<file path="src/rtl/neuraedge_energy_monitor_if.sv">
// neuraedge_energy_monitor_if: control, power and energy-result bundle of the tile energy monitor
interface neuraedge_energy_monitor_if #(
  parameter int NUM_CH = 4,
  parameter int PWR_W  = 16,
  parameter int ACC_W  = 64,
  parameter int WIN_W  = 16
);
  logic                    start_i;
  logic                    stop_i;
  logic                    clear_i;
  logic [NUM_CH-1:0]       ch_en_i;
  logic [NUM_CH*PWR_W-1:0] pwr_mw_i;
  logic [WIN_W-1:0]        win_len_i;
  logic [ACC_W-1:0]        budget_pj_i;
  logic [NUM_CH*ACC_W-1:0] ch_energy_pj_o;
  logic [ACC_W-1:0]        total_energy_pj_o;
  logic [ACC_W-1:0]        win_energy_pj_o;
  logic                    win_valid_o;
  logic                    sat_o;
  logic                    over_budget_o;
  logic                    running_o;
  modport master (
    output start_i, stop_i, clear_i, ch_en_i, pwr_mw_i, win_len_i, budget_pj_i,
    input  ch_energy_pj_o, total_energy_pj_o, win_energy_pj_o, win_valid_o, sat_o, over_budget_o, running_o
  );
  modport slave (
    input  start_i, stop_i, clear_i, ch_en_i, pwr_mw_i, win_len_i, budget_pj_i,
    output ch_energy_pj_o, total_energy_pj_o, win_energy_pj_o, win_valid_o, sat_o, over_budget_o, running_o
  );
endinterface

</file>
<file path="src/rtl/neuraedge_energy_monitor.sv">
// neuraedge_energy_monitor: per-channel mW x cycle-time -> pJ accumulator with exact fJ carry, saturation and windows.
// Optional budget comparator enabled by defining NEURAEDGE_EMON_BUDGET_EN.
module neuraedge_energy_monitor #(
  parameter int NUM_CH   = 4,
  parameter int PWR_W    = 16,
  parameter int CYCLE_PS = 2000,
  parameter int ACC_W    = 64,
  parameter int WIN_W    = 16
) (
  input logic                      clk,
  input logic                      reset,
  neuraedge_energy_monitor_if.slave bus
);
  localparam int PROD_W = PWR_W + $clog2(CYCLE_PS + 1);
  localparam int SUM_W  = PROD_W + 1;
  localparam int TOT_W  = SUM_W + $clog2(NUM_CH + 1);
  localparam int W      = (ACC_W > TOT_W ? ACC_W : TOT_W) + 1;
  localparam int CW     = WIN_W + 1;
  localparam logic [ACC_W-1:0] MAX = '1;
  typedef enum logic {IDLE, RUN} state_t;
  state_t            state_q, state_d;
  logic              s1_vld_q, s1_vld_d;
  logic [PROD_W-1:0] prod_q [NUM_CH], prod_d [NUM_CH];
  logic [9:0]        rem_q [NUM_CH], rem_d [NUM_CH];
  logic [ACC_W-1:0]  ch_q [NUM_CH], ch_d [NUM_CH];
  logic [ACC_W-1:0]  tot_q, tot_d, wsum_q, wsum_d, wen_q, wen_d;
  logic [WIN_W-1:0]  cnt_q, cnt_d;
  logic              wv_q, wv_d, sat_q, sat_d, ob_q, ob_d;
  logic [SUM_W-1:0]  sum [NUM_CH];
  logic [W-1:0]      ch_add [NUM_CH];
  logic [W-1:0]      tot_add, win_add;
  logic [TOT_W-1:0]  inc_tot;
  logic [CW-1:0]     cnt_nx;
  logic              close, ovf;
  function automatic logic [ACC_W-1:0] clip(input logic [W-1:0] v);
    return v > W'(MAX) ? MAX : v[ACC_W-1:0];
  endfunction
`ifndef NEURAEDGE_EMON_BUDGET_EN
  logic unused_budget;
  assign unused_budget = ^bus.budget_pj_i;
`endif
  always_comb begin
    state_d = (state_q == IDLE) ? ((bus.start_i && !bus.stop_i) ? RUN : IDLE) : (bus.stop_i ? IDLE : RUN);
    s1_vld_d = state_q == RUN;
    inc_tot = '0;
    ovf = 1'b0;
    // sum keeps the sub-pJ remainder so no energy is ever dropped between cycles
    for (int i = 0; i < NUM_CH; i++) begin
      prod_d[i] = (state_q == RUN && bus.ch_en_i[i]) ? PROD_W'(bus.pwr_mw_i[i*PWR_W +: PWR_W]) * PROD_W'(CYCLE_PS) : '0;
      sum[i] = SUM_W'(rem_q[i]) + SUM_W'(prod_q[i]);
      rem_d[i] = s1_vld_q ? 10'(sum[i] % SUM_W'(1000)) : rem_q[i];
      ch_add[i] = W'(ch_q[i]) + W'(sum[i] / SUM_W'(1000));
      ch_d[i] = s1_vld_q ? clip(ch_add[i]) : ch_q[i];
      ovf = ovf | (s1_vld_q && ch_add[i] > W'(MAX));
      inc_tot = inc_tot + (s1_vld_q ? TOT_W'(sum[i] / SUM_W'(1000)) : '0);
    end
    tot_add = W'(tot_q) + W'(inc_tot);
    win_add = W'(wsum_q) + W'(inc_tot);
    cnt_nx = CW'(cnt_q) + CW'(s1_vld_q);
    close = bus.win_len_i != '0 && cnt_nx >= CW'(bus.win_len_i);
    tot_d = clip(tot_add);
    wsum_d = (close || bus.win_len_i == '0) ? '0 : clip(win_add);
    cnt_d = (close || bus.win_len_i == '0) ? '0 : cnt_nx[WIN_W-1:0];
    wen_d = close ? clip(win_add) : wen_q;
    wv_d = close;
    sat_d = sat_q | ovf | (tot_add > W'(MAX)) | (win_add > W'(MAX));
`ifdef NEURAEDGE_EMON_BUDGET_EN
    ob_d = ob_q | (tot_q > bus.budget_pj_i);
`else
    ob_d = 1'b0;
`endif
    if (bus.clear_i) begin
      s1_vld_d = 1'b0;
      tot_d = '0;
      wsum_d = '0;
      wen_d = '0;
      cnt_d = '0;
      wv_d = 1'b0;
      sat_d = 1'b0;
      ob_d = 1'b0;
      for (int i = 0; i < NUM_CH; i++) begin
        rem_d[i] = '0;
        ch_d[i] = '0;
      end
    end
  end
  always_ff @(posedge clk or posedge reset) begin
    if (reset) begin
      state_q <= IDLE;
      s1_vld_q <= 1'b0;
      prod_q <= '{default: '0};
      rem_q <= '{default: '0};
      ch_q <= '{default: '0};
      tot_q <= '0;
      wsum_q <= '0;
      wen_q <= '0;
      cnt_q <= '0;
      wv_q <= 1'b0;
      sat_q <= 1'b0;
      ob_q <= 1'b0;
    end else begin
      state_q <= state_d;
      s1_vld_q <= s1_vld_d;
      prod_q <= prod_d;
      rem_q <= rem_d;
      ch_q <= ch_d;
      tot_q <= tot_d;
      wsum_q <= wsum_d;
      wen_q <= wen_d;
      cnt_q <= cnt_d;
      wv_q <= wv_d;
      sat_q <= sat_d;
      ob_q <= ob_d;
    end
  end
  for (genvar c = 0; c < NUM_CH; c++) begin : g_ch
    assign bus.ch_energy_pj_o[c*ACC_W +: ACC_W] = ch_q[c];
  end
  assign bus.total_energy_pj_o = tot_q;
  assign bus.win_energy_pj_o = wen_q;
  assign bus.win_valid_o = wv_q;
  assign bus.sat_o = sat_q;
  assign bus.over_budget_o = ob_q;
  assign bus.running_o = state_q == RUN;
endmodule

</file>
<file path="src/flat_wrapper.sv">
// flat-port wrapper written by rule: the top's interface ports become plain ports
module neuraedge_energy_monitor_flat 
#(
  parameter int NUM_CH   = 4,
  parameter int PWR_W    = 16,
  parameter int CYCLE_PS = 2000,
  parameter int ACC_W    = 64,
  parameter int WIN_W    = 16
)
  (clk, reset, bus_start_i, bus_stop_i, bus_clear_i, bus_ch_en_i, bus_pwr_mw_i, bus_win_len_i, bus_budget_pj_i, bus_ch_energy_pj_o, bus_total_energy_pj_o, bus_win_energy_pj_o, bus_win_valid_o, bus_sat_o, bus_over_budget_o, bus_running_o);
  neuraedge_energy_monitor_if #(.NUM_CH(NUM_CH), .PWR_W(PWR_W), .ACC_W(ACC_W), .WIN_W(WIN_W)) bus_i ();
  input logic clk;
  input logic reset;
  input wire logic [$bits(bus_i.start_i)-1:0] bus_start_i;
  input wire logic [$bits(bus_i.stop_i)-1:0] bus_stop_i;
  input wire logic [$bits(bus_i.clear_i)-1:0] bus_clear_i;
  input wire logic [$bits(bus_i.ch_en_i)-1:0] bus_ch_en_i;
  input wire logic [$bits(bus_i.pwr_mw_i)-1:0] bus_pwr_mw_i;
  input wire logic [$bits(bus_i.win_len_i)-1:0] bus_win_len_i;
  input wire logic [$bits(bus_i.budget_pj_i)-1:0] bus_budget_pj_i;
  output wire logic [$bits(bus_i.ch_energy_pj_o)-1:0] bus_ch_energy_pj_o;
  output wire logic [$bits(bus_i.total_energy_pj_o)-1:0] bus_total_energy_pj_o;
  output wire logic [$bits(bus_i.win_energy_pj_o)-1:0] bus_win_energy_pj_o;
  output wire logic [$bits(bus_i.win_valid_o)-1:0] bus_win_valid_o;
  output wire logic [$bits(bus_i.sat_o)-1:0] bus_sat_o;
  output wire logic [$bits(bus_i.over_budget_o)-1:0] bus_over_budget_o;
  output wire logic [$bits(bus_i.running_o)-1:0] bus_running_o;
  assign bus_i.start_i = bus_start_i;
  assign bus_i.stop_i = bus_stop_i;
  assign bus_i.clear_i = bus_clear_i;
  assign bus_i.ch_en_i = bus_ch_en_i;
  assign bus_i.pwr_mw_i = bus_pwr_mw_i;
  assign bus_i.win_len_i = bus_win_len_i;
  assign bus_i.budget_pj_i = bus_budget_pj_i;
  assign bus_ch_energy_pj_o = bus_i.ch_energy_pj_o;
  assign bus_total_energy_pj_o = bus_i.total_energy_pj_o;
  assign bus_win_energy_pj_o = bus_i.win_energy_pj_o;
  assign bus_win_valid_o = bus_i.win_valid_o;
  assign bus_sat_o = bus_i.sat_o;
  assign bus_over_budget_o = bus_i.over_budget_o;
  assign bus_running_o = bus_i.running_o;
  neuraedge_energy_monitor #(.NUM_CH(NUM_CH), .PWR_W(PWR_W), .CYCLE_PS(CYCLE_PS), .ACC_W(ACC_W), .WIN_W(WIN_W)) u_core (.clk(clk), .reset(reset), .bus(bus_i));
endmodule
</file>
<file path="config.mk">
export PLATFORM = sky130hd
export DESIGN_NAME = neuraedge_energy_monitor_flat
export DESIGN_NICKNAME = d
export VERILOG_FILES = /design/src/rtl/neuraedge_energy_monitor_if.sv /design/src/rtl/neuraedge_energy_monitor.sv /design/src/flat_wrapper.sv
export SDC_FILE = /design/constraint.sdc
export NUM_CORES = 2
export LEC_CHECK = 0
export CAP_MARGIN = 20
export CORE_AREA = 5 5 357 359
export CTS_BUF_LIST = sky130_fd_sc_hd__clkbuf_4
export CTS_CLUSTER_SIZE = 10
export DETAILED_ROUTE_END_ITERATION = 16
export DIE_AREA = 0 0 362 364
export GPL_ROUTABILITY_DRIVEN = 0
export GPL_TIMING_DRIVEN = 1
export PLACE_DENSITY_LB_ADDON = 0.2
export SYNTH_ARGS = -nofsm -noshare
export SYNTH_HDL_FRONTEND = slang
export SYNTH_SLANG_ARGS = --single-unit
export TNS_END_PERCENT = 100
</file>
<file path="constraint.sdc">
create_clock -name clk -period 54.3 [get_ports clk]
set_input_delay 10.86 -clock clk [delete_from_list [all_inputs] [get_ports clk]]
set_output_delay 10.86 -clock clk [all_outputs]
set_load 0.02 [all_outputs]
</file>
==> out/qor_table.md <==
| Metric | Reported | Unit |
|---|---|---|
| Run status | finished, final reports clean | - |
| Fraction of final layout cells with drive strength greater than 1 | 7.44 | % |
| Cell Area, Synth | 0.0665 | mm^2 |
| Primary FF master, synth | sky130_fd_sc_hd__dfrtp_1 | - |
| Yosys top cell by area | sky130_fd_sc_hd__dfrtp_1 | - |
| Detailed placement HPWL | 155 | mm |
| Post-CTS sizing | 0 | - |
| Unrepaired setup endpoints after global routing | false | - |
| Largest stage delay on the critical path | 0.92 | ns |
| Per-instance average area after synthesis | 8.20 | um^2 |
| CP required | 55.29 | ns |
| Number of unique standard cell types used by synthesis | 159 | - |
| Number of levels the H-tree was split into | 4 | - |
| Total vias in the final route | 65.3k | - |
| Setup Total Neg Slack | 0 | ns |
| Die X | 362 | um |
| Post-route DRC violation count | 0 | - |
| Post-layout minimum cycle time | 28.97 | ns |
| Top cells by count, synth | sky130_fd_sc_hd__nor2_1 (972), sky130_fd_sc_hd__nand2_1 (629), sky130_fd_sc_hd__a21oi_1 (601) | - |
| Most used standard cell by instance count after synthesis | sky130_fd_sc_hd__nor2_1 | - |
| Total iterations of the first detailed-routing run | 7 | - |
| Area added between synthesis and finish | 12.3 | % |
| Crit Path Class | reg -> reg | - |
| Launching instance or port of the critical path | u_core.rem_q[34] | - |
| Most Used Layer, Global Route | met2 | - |
| Clk Latency, worst-skew pair | 1.16 | ns |
| CTS Root Buffer Type | sky130_fd_sc_hd__clkbuf_4 | - |
| Wire length after detailed routing | 202 | mm |
| Met2 Usage GRT | 47.7 | % |
| Data arrival time of the critical path | 29.96 | ns |
| Tcrit/Tclk final | 53.3 | % |
| Worst rel slew slack | 9.62 | % |
| Number of warning messages in the yosys log | 0 | - |
| Start point of the worst hold path | u_core.bus.win_energy_pj_o[52] | - |
| Wire per inst | 19.7 | um |
| Maximum clock skew at final layout | 0.0838 | ns |
| Startpoint class of the critical path | flip-flop | - |
| Clock slew at reported path FFs | 0.06 | ns |
| Final setup violation count | 0 | - |
| Total Die Area | 0.132 | mm^2 |
| Placeable core region | 0.123 | mm^2 |
| TritonCTS clock tree | done | - |
| Post-synth EDFFs | 0 | - |
| Initial cell density of the core | 53.8 | % |
| Instance count of the mapped netlist | 8104 | - |
| Top-level port count | 541 | - |
| Quantity of hold-fixing buffers added after cts | 0 | - |
| Global-route usage over all layers | 29.3 | % |
| Fraction of registers with async set or reset after synthesis | 100 | % |
| Path type of the worst min-delay path | reg -> reg | - |
| Row cnt | 129 | - |
| Remaining global-route overflow | 0 | - |
| Number of post-CTS setup repair buffers | 0 | - |
| Register bit count reported by yosys | 588 | - |
| Maximum number of buffers from clock root to sink | 3 | - |
| Category of the worst setup path capture point | flip-flop | - |
| Remaining antenna violation count after routing | 0 | - |
| Net count, final | 9325 | - |
| Crit path max-delay cell type | sky130_fd_sc_hd__a2111oi_0 | - |
| Max Cap Viol | 0 | - |
| Number of CTS-inserted buffers | 166 | - |
| Sequential element share of the synthesized area | 22.1 | % |
| Number of max-slew violations in the final report | 0 | - |
| Number of DRC markers after the initial detailed-route iteration | 6132 | - |
| Fmax achieved | 34.5 | MHz |
| Vias in the first global route | 61.6k | - |
| Grt met3 use | 5.58 | % |
| Initial antenna violation count | 8 | - |
| Largest cells by area after synthesis | sky130_fd_sc_hd__dfrtp_1 (22%), sky130_fd_sc_hd__fa_1 (8.0%), sky130_fd_sc_hd__ha_1 (7.6%) | - |
| Count of fill cells added during filler insertion | 11.1k | - |
| Routed vias/inst | 6.36 | - |
| Actual transition at the worst max-transition pin | 1.34 | ns |
| First-pass GRT wire length | 322 | mm |
| Biggest fanout along the worst timing path | 49 | - |
| Final hold violations | 0 | - |
| Cell mode on critical path | sky130_fd_sc_hd__a21oi_1 | - |
| Clock Sink Count | 588 | - |
| Beginning of the worst register-to-register path | u_core.rem_q[34] | - |
| Met1 global-route usage | 37.7 | % |
| Largest net degree at the start of global routing | 148 | - |
| Area share of the largest cell type after synthesis | 22.1 | % |
| Vert. Die Dim | 364 | um |
| Number of buffers added on ports | 475 | - |
[registers in the layout (all words and copies together) (netlist names), 16 cells and up]
name and flops:
u_core.bus.total_energy_pj_o 64, u_core.rem_q 28, u_core.bus.ch_energy_pj_o 256, u_core.prod_q 92
u_core.wsum_q 64, u_core.bus.win_energy_pj_o 64, u_core.cnt_q 16
[through the flow]
stage	std cells	cell area, um^2	setup WS [ns]	utilization [%]	hold slack, ns
after floorplan	8111	66500	26.99	-	0.456
after global placement	9973	72500	26.89	58.7	0.502
after detailed placement	9974	72500	26.12	58.7	0.517
after CTS	10268	74600	25.95	60.4	0.534
after global routing	10275	74600	23.17	60.4	0.551
final	10279	74600	25.33	60.4	0.527
[layout make-up]
class / count / area (um^2) / share of cell area, %
diodes: 9 / 22.5 / 0.0302
clock buffers: 238 / 1790 / 2.39
clock inverters: 56 / 313 / 0.419
inverters: 429 / 1620 / 2.18
multi-input cells: 6795 / 48900 / 65.6
flip-flops and latches: 588 / 14700 / 19.7
well taps: 1637 / 2050 / 2.74
repair buffers: 527 / 5180 / 6.94
[cell usage in the layout, fill, tap and decap left out, types with 34 or more instances in the layout]
master,synthesis,final
sky130_fd_sc_hd__fa_1,264,264
sky130_fd_sc_hd__mux2i_1,86,86
sky130_fd_sc_hd__and3_1,149,148
sky130_fd_sc_hd__clkdlybuf4s50_1,0,474
sky130_fd_sc_hd__clkbuf_4,0,238
sky130_fd_sc_hd__nand2b_1,47,47
sky130_fd_sc_hd__ha_1,401,401
sky130_fd_sc_hd__buf_4,5,49
sky130_fd_sc_hd__o31ai_1,40,40
sky130_fd_sc_hd__xnor2_1,440,440
sky130_fd_sc_hd__a311oi_1,149,149
sky130_fd_sc_hd__o21ai_0,290,289
sky130_fd_sc_hd__clkinv_1,2,34
sky130_fd_sc_hd__o21a_1,77,77
sky130_fd_sc_hd__o21bai_1,146,146
sky130_fd_sc_hd__o211ai_1,75,75
sky130_fd_sc_hd__dfrtp_1,588,587
sky130_fd_sc_hd__or2_2,44,44
sky130_fd_sc_hd__o21ai_1,60,61
sky130_fd_sc_hd__nand2_1,629,628
sky130_fd_sc_hd__o22ai_1,37,37
sky130_fd_sc_hd__a21oi_1,601,601
sky130_fd_sc_hd__nand3_1,287,287
sky130_fd_sc_hd__a21o_1,91,91
sky130_fd_sc_hd__a31oi_1,91,91
sky130_fd_sc_hd__nor2_1,972,970
sky130_fd_sc_hd__a211oi_1,185,185
sky130_fd_sc_hd__nor3_1,204,204
sky130_fd_sc_hd__or3_1,55,55
sky130_fd_sc_hd__xor2_1,155,155
sky130_fd_sc_hd__nand4_1,113,113
sky130_fd_sc_hd__nor2b_1,76,75
sky130_fd_sc_hd__and2_1,116,116
sky130_fd_sc_hd__nor4_1,74,74
sky130_fd_sc_hd__inv_1,414,413
[path summary, 6_finish.rpt]
kind	cells past startpoint	endpoint	slack [ns]
min	2	u_core.bus.win_energy_pj_o[52]	0.53
max	97	u_core.bus.win_energy_pj_o[15]	25.33
min in group asynchronous	2	u_core.bus.total_energy_pj_o[41]	10.27
max in group asynchronous	4	u_core.bus.ch_energy_pj_o[206]	41.74
min reg2reg	2	u_core.bus.win_energy_pj_o[52]	0.53
max reg2reg	97	u_core.bus.win_energy_pj_o[15]	25.33
[metal layers]
layer	vias up	part of all wire, %
met5	-	0.0064
met2	2624	46
met4	2	4.7
met1	31398	41
met3	491	7.6
li1	30810	-
[cell families after synthesis]
family                   synth area share [%]
XOR/XNOR                                 7.94
buffers and inverters                    4.29
multiplexers                             1.96
AND/OR/NAND/NOR                          21.3
flip-flops                               22.1
other                                  0.0113
adder cells (fa/ha/maj)                  15.7
AO/OA/AOI/OAI                            26.6
[worst max-delay path, delay by kind of cell (launching register included)]
| kind | cells | cell delay [ns] |
|---|---|---|
| flip-flops | 1 | 0.38 |
| XOR/XNOR | 3 | 0.60 |
| adder cells (fa/ha/maj) | 8 | 2.46 |
| AND/OR/NAND/NOR | 29 | 8.35 |
| AO/OA/AOI/OAI | 50 | 15.70 |
| buffers and inverters | 6 | 0.96 |
| multiplexers | 1 | 0.32 |
Power is not shown: default switching activity piles up to over one toggle a cycle in this logic, so the estimate is an artifact.
